--- src/rtl/led_pkg.sv ---
// Shared definitions for the 8x8 LED array driver.
//   LED_N      : number of column-select lines
//   LED_SEL_W  : width of a column index, one bit wider than needed so
//                out-of-range codes can be seen and rejected
//   col_mask_t : one-hot (or all-zero) column-select vector
//   col_sel_t  : binary column index
package led_pkg;

  localparam int LED_N     = 8;
  localparam int LED_SEL_W = $clog2(LED_N) + 1;

  typedef logic [LED_N-1:0]     col_mask_t;
  typedef logic [LED_SEL_W-1:0] col_sel_t;

endpackage : led_pkg

--- src/rtl/decoder_3_to_8_reg_if.sv ---
// Column-select bus between the scan sequencer and the column decoder.
//   ena          : decode enable (sequencer -> decoder)
//   x            : binary column index, SEL_W bits (sequencer -> decoder)
//   out          : registered one-hot column select, N bits (decoder -> sequencer/array)
//   out_of_range : registered flag, last enabled index was >= N
// Modports: master = index source, slave = decoder.
interface decoder_3_to_8_reg_if
  import led_pkg::*;
#(
  parameter int N     = LED_N,
  parameter int SEL_W = $clog2(N) + 1
);

  logic             ena;
  logic [SEL_W-1:0] x;
  logic [N-1:0]     out;
  logic             out_of_range;

  modport master (
    output ena,
    output x,
    input  out,
    input  out_of_range
  );

  modport slave (
    input  ena,
    input  x,
    output out,
    output out_of_range
  );

endinterface : decoder_3_to_8_reg_if

--- src/rtl/decoder_3_to_8_reg_2_to_4.sv ---
// Combinational enable-gated 2-to-4 decoder.
//   en : when low, y is all zero regardless of a
//   a  : 2-bit binary index
//   y  : one-hot decode of a when en is high
module decoder_2_to_4 (
  input  logic       en,
  input  logic [1:0] a,
  output logic [3:0] y
);

  always_comb begin
    y = 4'b0000;
    // Only index into y when enabled, so an unknown a cannot leak out
    // while the decoder is disabled.
    if (en) begin
      y[a] = 1'b1;
    end
  end

endmodule : decoder_2_to_4

--- src/rtl/decoder_3_to_8_reg.sv ---
// Registered one-hot column decoder for the LED array driver.
// Decodes an SEL_W-bit index into N column selects with one clock of
// latency; indices >= N are flagged instead of decoded.
//   clk : system clock, rising edge
//   rst : synchronous active-high reset, clears out and out_of_range
//   bus : column-select bus (slave side), see decoder_3_to_8_reg_if
// The interface instance must be built with the same N and SEL_W.
module decoder_3_to_8_reg
  import led_pkg::*;
#(
  parameter int N     = LED_N,
  parameter int SEL_W = $clog2(N) + 1
) (
  input  logic                  clk,
  input  logic                  rst,
  decoder_3_to_8_reg_if.slave   bus
);

  generate
    if (N < 2 || N > 8) begin : g_bad_n
      $error("decoder_3_to_8_reg: N=%0d outside 2..8", N);
    end
    if (SEL_W < $clog2(N) + 1) begin : g_bad_sel_w
      $error("decoder_3_to_8_reg: SEL_W=%0d narrower than $clog2(N)+1", SEL_W);
    end
  endgenerate

  // N expressed at full index width so the compare never drops x's top bit
  // (x=8 must not look like x=0).
  localparam logic [SEL_W-1:0] N_SEL = SEL_W'(N);

  logic       in_range;
  logic       oor_next;
  logic [2:0] idx;
  logic [7:0] dec8;
  logic [N-1:0] out_next;

  logic [N-1:0] out_reg;
  logic         oor_reg;

  // ena is evaluated first in the && so an X on x with ena low still
  // yields a clean 0 for both the decode enable and the flag.
  assign in_range = bus.ena && (bus.x < N_SEL);
  assign oor_next = bus.ena && !(bus.x < N_SEL);

  // Low three index bits feed the two 2-to-4 halves; narrow indices are
  // zero-extended.
  generate
    if (SEL_W >= 3) begin : g_idx_wide
      assign idx = bus.x[2:0];
    end else begin : g_idx_narrow
      assign idx = {{(3 - SEL_W){1'b0}}, bus.x};
    end
  endgenerate

  // x[2] picks the lower or upper half; the range check gates both.
  genvar gi;
  generate
    for (gi = 0; gi < 2; gi++) begin : g_half
      decoder_2_to_4 u_dec (
        .en (in_range && (idx[2] == 1'(gi))),
        .a  (idx[1:0]),
        .y  (dec8[gi*4 +: 4])
      );
    end
  endgenerate

  // For N<8 the upper decode lines are never enabled (range check), and
  // slicing drops them from the output entirely.
  assign out_next = dec8[N-1:0];

  always_ff @(posedge clk) begin
    if (rst) begin
      out_reg <= '0;
      oor_reg <= 1'b0;
    end else begin
      out_reg <= out_next;
      oor_reg <= oor_next;
    end
  end

  assign bus.out          = out_reg;
  assign bus.out_of_range = oor_reg;

`ifndef SYNTHESIS
  a_onehot0 : assert property (@(posedge clk) $onehot0(out_reg))
    else $error("out is not onehot0: %b", out_reg);

  a_exclusive : assert property (@(posedge clk) !(oor_reg && (|out_reg)))
    else $error("out_of_range set together with a column select");

  a_reset : assert property (@(posedge clk) rst |=> (out_reg == '0 && !oor_reg))
    else $error("outputs not cleared after reset");
`endif

endmodule : decoder_3_to_8_reg

--- src/flat_wrapper.sv ---
// flat-port wrapper written by rule: the top's interface ports become plain ports
module decoder_3_to_8_reg_flat import led_pkg::*;
#(
  parameter int N     = LED_N,
  parameter int SEL_W = $clog2(N) + 1
)
  (clk, rst, bus_ena, bus_x, bus_out, bus_out_of_range);
  decoder_3_to_8_reg_if #(.N(N), .SEL_W(SEL_W)) bus_i ();
  input  logic clk;
  input  logic rst;
  input wire logic [$bits(bus_i.ena)-1:0] bus_ena;
  input wire logic [$bits(bus_i.x)-1:0] bus_x;
  output wire logic [$bits(bus_i.out)-1:0] bus_out;
  output wire logic [$bits(bus_i.out_of_range)-1:0] bus_out_of_range;
  assign bus_i.ena = bus_ena;
  assign bus_i.x = bus_x;
  assign bus_out = bus_i.out;
  assign bus_out_of_range = bus_i.out_of_range;
  decoder_3_to_8_reg #(.N(N), .SEL_W(SEL_W)) u_core (.clk(clk), .rst(rst), .bus(bus_i));
endmodule
--- config.mk ---
export PLATFORM = sky130hd
export DESIGN_NAME = decoder_3_to_8_reg_flat
export DESIGN_NICKNAME = d
export VERILOG_FILES = /design/src/rtl/led_pkg.sv /design/src/rtl/decoder_3_to_8_reg_if.sv /design/src/rtl/decoder_3_to_8_reg_2_to_4.sv /design/src/rtl/decoder_3_to_8_reg.sv /design/src/flat_wrapper.sv
export SDC_FILE = /design/constraint.sdc
export NUM_CORES = 1
export LEC_CHECK = 0
export BUFFER_PORTS_ARGS = -buffer_cell sky130_fd_sc_hd__buf_2
export CORE_AREA = 2 2 39 41
export CTS_BUF_LIST = sky130_fd_sc_hd__clkbuf_16
export DETAILED_ROUTE_END_ITERATION = 10
export DIE_AREA = 0 0 41 43
export PLACE_DENSITY = 0.52
export SYNTH_ARGS = -nofsm -noshare
export SYNTH_HDL_FRONTEND = slang
export SYNTH_SLANG_ARGS = --single-unit
--- constraint.sdc ---
create_clock -name clk -period 0.88 [get_ports clk]
set_input_delay 0.044 -clock clk [delete_from_list [all_inputs] [get_ports clk]]
set_output_delay 0.044 -clock clk [all_outputs]
set_load 0.01 [all_outputs]
==> impl_metrics.xml <==
<?xml version="1.0" encoding="UTF-8"?>
<metrics>
  <group name="sta">
    <metric name="maxSlewHeadroom" unit="%">83.54</metric>
    <metric name="max_slew.worst_pin.slew" unit="ns">0.2434</metric>
    <metric name="hold_viol" unit="">0</metric>
    <metric name="timing.final.setup_violations" unit="">0</metric>
    <metric name="timing.final.max_slew_violations" unit="">0</metric>
    <metric name="max_freq" unit="GHz">1.426</metric>
    <metric name="final_cycle_utilization_of_the_critical_path" unit="%">79.70</metric>
    <metric name="final_critical_path_setup_slack" unit="ns">0.1787</metric>
    <metric name="layout_min_cycle_time" unit="ns">0.7013</metric>
    <metric name="rsz0062_at_grt" unit="">false</metric>
  </group>
  <group name="logic_synthesis">
    <metric name="ys.flop_type" unit="">dfxtp_1</metric>
    <metric name="seq_area_frac_synth" unit="%">66.36</metric>
    <metric name="netlist_instances" unit="">23</metric>
    <metric name="synthesis.area_per_instance" unit="µm²">11.80</metric>
    <metric name="synth_nets" unit="">30</metric>
    <metric name="netlist_area" unit="µm²">271.5</metric>
    <metric name="post_synth_main_area_contributors" unit="">dfxtp_1 (66%), nor2_1 (6.9%), nand3b_1 (5.5%)</metric>
    <metric name="synth_common_cells" unit="">dfxtp_1 (9), nor2_1 (5), nand3b_1 (2), nor4_1 (2)</metric>
    <metric name="ys_warn_count" unit="">0</metric>
    <metric name="synth_edf_count" unit="">0</metric>
    <metric name="async_flop_share" unit="%">0</metric>
    <metric name="synth_area_leader_cell" unit="">dfxtp_1</metric>
    <metric name="postSynthRegisterBits" unit="">9</metric>
    <metric name="post-synth-top-count-cell" unit="">dfxtp_1</metric>
    <metric name="synth.top_cell.area_share" unit="%">66.36</metric>
    <metric name="yosysUniqueCellTypes" unit="">9</metric>
  </group>
  <group name="global_route">
    <metric name="grt_pass1_wl" unit="µm">972</metric>
    <metric name="grt_use_total" unit="%">9.183</metric>
    <metric name="globalRoute.totalOverflow" unit="">0</metric>
    <metric name="grt_antenna_before_repair" unit="">0</metric>
    <metric name="grt_start_max_net_pins" unit="">7</metric>
    <metric name="first_global_vias" unit="">224</metric>
  </group>
  <group name="clocking">
    <metric name="max-clock-path-buffers" unit="">2</metric>
    <metric name="clkSinkCount" unit="">9</metric>
    <metric name="cts-root-buf" unit="">clkbuf_16</metric>
    <metric name="holdBufCountCts" unit="">0</metric>
    <metric name="cts.clk_slew.worst_paths" unit="ns">0.04</metric>
    <metric name="post_cts_resize_count" unit="">0</metric>
    <metric name="cts_post_setup_buffers_inserted" unit="">0</metric>
    <metric name="cts-buffers-inserted" unit="">3</metric>
    <metric name="cts_tree" unit="">done</metric>
    <metric name="h-tree-depth" unit="">1</metric>
  </group>
  <group name="routing">
    <metric name="drt-initial-drc-count" unit="">4</metric>
    <metric name="detailroute.via_count" unit="">250</metric>
    <metric name="detail_route.drc_violations" unit="">0</metric>
    <metric name="ant_nets" unit="">0</metric>
    <metric name="routed_via_density" unit="">3.968</metric>
    <metric name="post_drt_wl_per_cell" unit="µm">9.540</metric>
    <metric name="first_pass_iters" unit="">2</metric>
    <metric name="wl" unit="µm">601</metric>
  </group>
  <group name="worst_setup_path">
    <metric name="worstSetupPathType" unit="">register to output pin</metric>
    <metric name="critical_path.cell_chain" unit="">buf_2</metric>
    <metric name="worst_ep_arrival_time" unit="ns">0.66</metric>
    <metric name="path_buf_inv" unit="">1</metric>
    <metric name="timing.critical_path.required" unit="ns">0.84</metric>
    <metric name="slowest_stage_delay_on_critical_path" unit="ns">0.30</metric>
    <metric name="critical_path_cell_with_the_highest_stage_delay" unit="">dfxtp_1</metric>
    <metric name="cp_max_fo" unit="">1</metric>
    <metric name="worstSetupStartpointType" unit="">register</metric>
    <metric name="cp-end-kind" unit="">output pin</metric>
    <metric name="crit_family" unit="">flip-flops</metric>
  </group>
  <group name="power_and_ir_drop">
    <metric name="power.density" unit="nW/µm²">2625</metric>
    <metric name="cellInternalPower" unit="mW">1.044</metric>
    <metric name="combinational_power_share" unit="%">5.1</metric>
    <metric name="leakage" unit="nW">0.2306</metric>
    <metric name="share_clk_of_total_power" unit="%">62.0</metric>
    <metric name="power.ir.vdd_worst" unit="V">0.0009554</metric>
    <metric name="p_sw" unit="mW">0.2240</metric>
    <metric name="p_sw_share" unit="%">17.67</metric>
    <metric name="pwr-share-seq" unit="%">32.9</metric>
  </group>
  <group name="layout">
    <metric name="layout-drive-gt1-share" unit="%">53.19</metric>
    <metric name="area_delta_synth_final" unit="%">77.88</metric>
    <metric name="design_area" unit="µm²">483.0</metric>
    <metric name="insertedDiodeCount" unit="">0</metric>
    <metric name="fin_util" unit="%">34.90</metric>
    <metric name="post_layout_nets" unit="">55</metric>
    <metric name="number_of_flip_flops_under_the_largest_register_name" unit="">8</metric>
  </group>
  <group name="outcome">
    <metric name="status" unit="">complete, no violations</metric>
  </group>
  <group name="die">
    <metric name="chip_width" unit="µm">41</metric>
    <metric name="initial_core_util" unit="%">19.62</metric>
    <metric name="total_die_area" unit="µm²">1763</metric>
    <metric name="placeable_core_area" unit="µm²">1384</metric>
    <metric name="fp-row-count" unit="">14</metric>
    <metric name="die_height" unit="µm">43</metric>
    <metric name="num_io_pins" unit="">16</metric>
  </group>
  <group name="placement">
    <metric name="detailed_place_hpwl" unit="µm">453.2</metric>
    <metric name="numPortBuffers" unit="">15</metric>
    <metric name="gpl.final_weighted_congestion" unit="">0.7144</metric>
    <metric name="placed_area" unit="µm²">404.1</metric>
    <metric name="pre_cts_slack" unit="ns">-0.05696</metric>
  </group>
  <group name="job">
    <metric name="timing.max_cap.violations" unit="">0</metric>
  </group>
  <group name="min_path">
    <metric name="hp-class" unit="">primary input to register</metric>
  </group>
</metrics>
cells by family after synthesis:
group,share of synthesized area (%)
flip-flops,66.36
AND/OR/NAND/NOR,33.64
tightest hold or removal path: stages:
cell and delay, ns:
buf_2 0.11, nand2_1 0.05, nor2_1 0.03
layout by cell type, fill, tap and decap left out:
cell / n
buf_2: 15
buf_4: 5
clkbuf_16: 3
dfxtp_1: 9
inv_1: 1
nand2_1: 1
nand3b_1: 2
nor2_1: 5
nor4_1: 2
nor4b_1: 1
nor4b_2: 1
or3b_1: 1
or3b_2: 1
final timing paths:
path | slack (ns) | to | startpoint | cells past startpoint
worst max-delay path | 0.18 | bus_out[1] | u_core.bus.out[1] | 1
worst min-delay path | 0.04 | u_core.bus.out_of_range | bus_x[3] | 3
per-layer routing:
layer	global-route usage (%)	wire length [µm]	up-vias
li1	-	-	128
met1	8.497	239	104
met2	12.81	252	16
met3	4.712	84	2
met4	10.00	25	0
met5	0	0	-
stage by stage:
stage	std cells	power (mW)	setup TNS [ns]	hold slack, ns
2_1_floorplan	23	0.4417	0	0.1146
5_1_grt	63	1.317	0	0.05740
4_1_cts	63	1.294	0	0.03799
6_report	63	1.268	0	0.04237
3_3_place_gp	59	0.4872	-0.007122	0.2827
3_5_place_dp	59	0.4887	-0.06321	0.2845
area by class of cell:
| cell class | instances | area (µm²) |
|---|---|---|
| Clock inverter | 1 | 3.754 |
| Sequential cell | 9 | 180.2 |
| Clock buffer | 3 | 75.07 |
| Multi-Input combinational cell | 14 | 91.34 |
| Tap cell | 16 | 20.02 |
| Timing Repair Buffer | 20 | 112.6 |
| Fill cell | 140 | 900.9 |
power by group through the flow:
stage	clock [mW]	combinational (mW)	sequential [mW]
5_1_grt	0.828	0.0731	0.417
2_1_floorplan	0	0.0154	0.426
4_1_cts	0.811	0.0661	0.416
3_3_place_gp	0	0.0642	0.423
3_5_place_dp	0	0.0657	0.423
6_report	0.786	0.0651	0.417
Note: power is estimated with default switching activity, not from simulation.
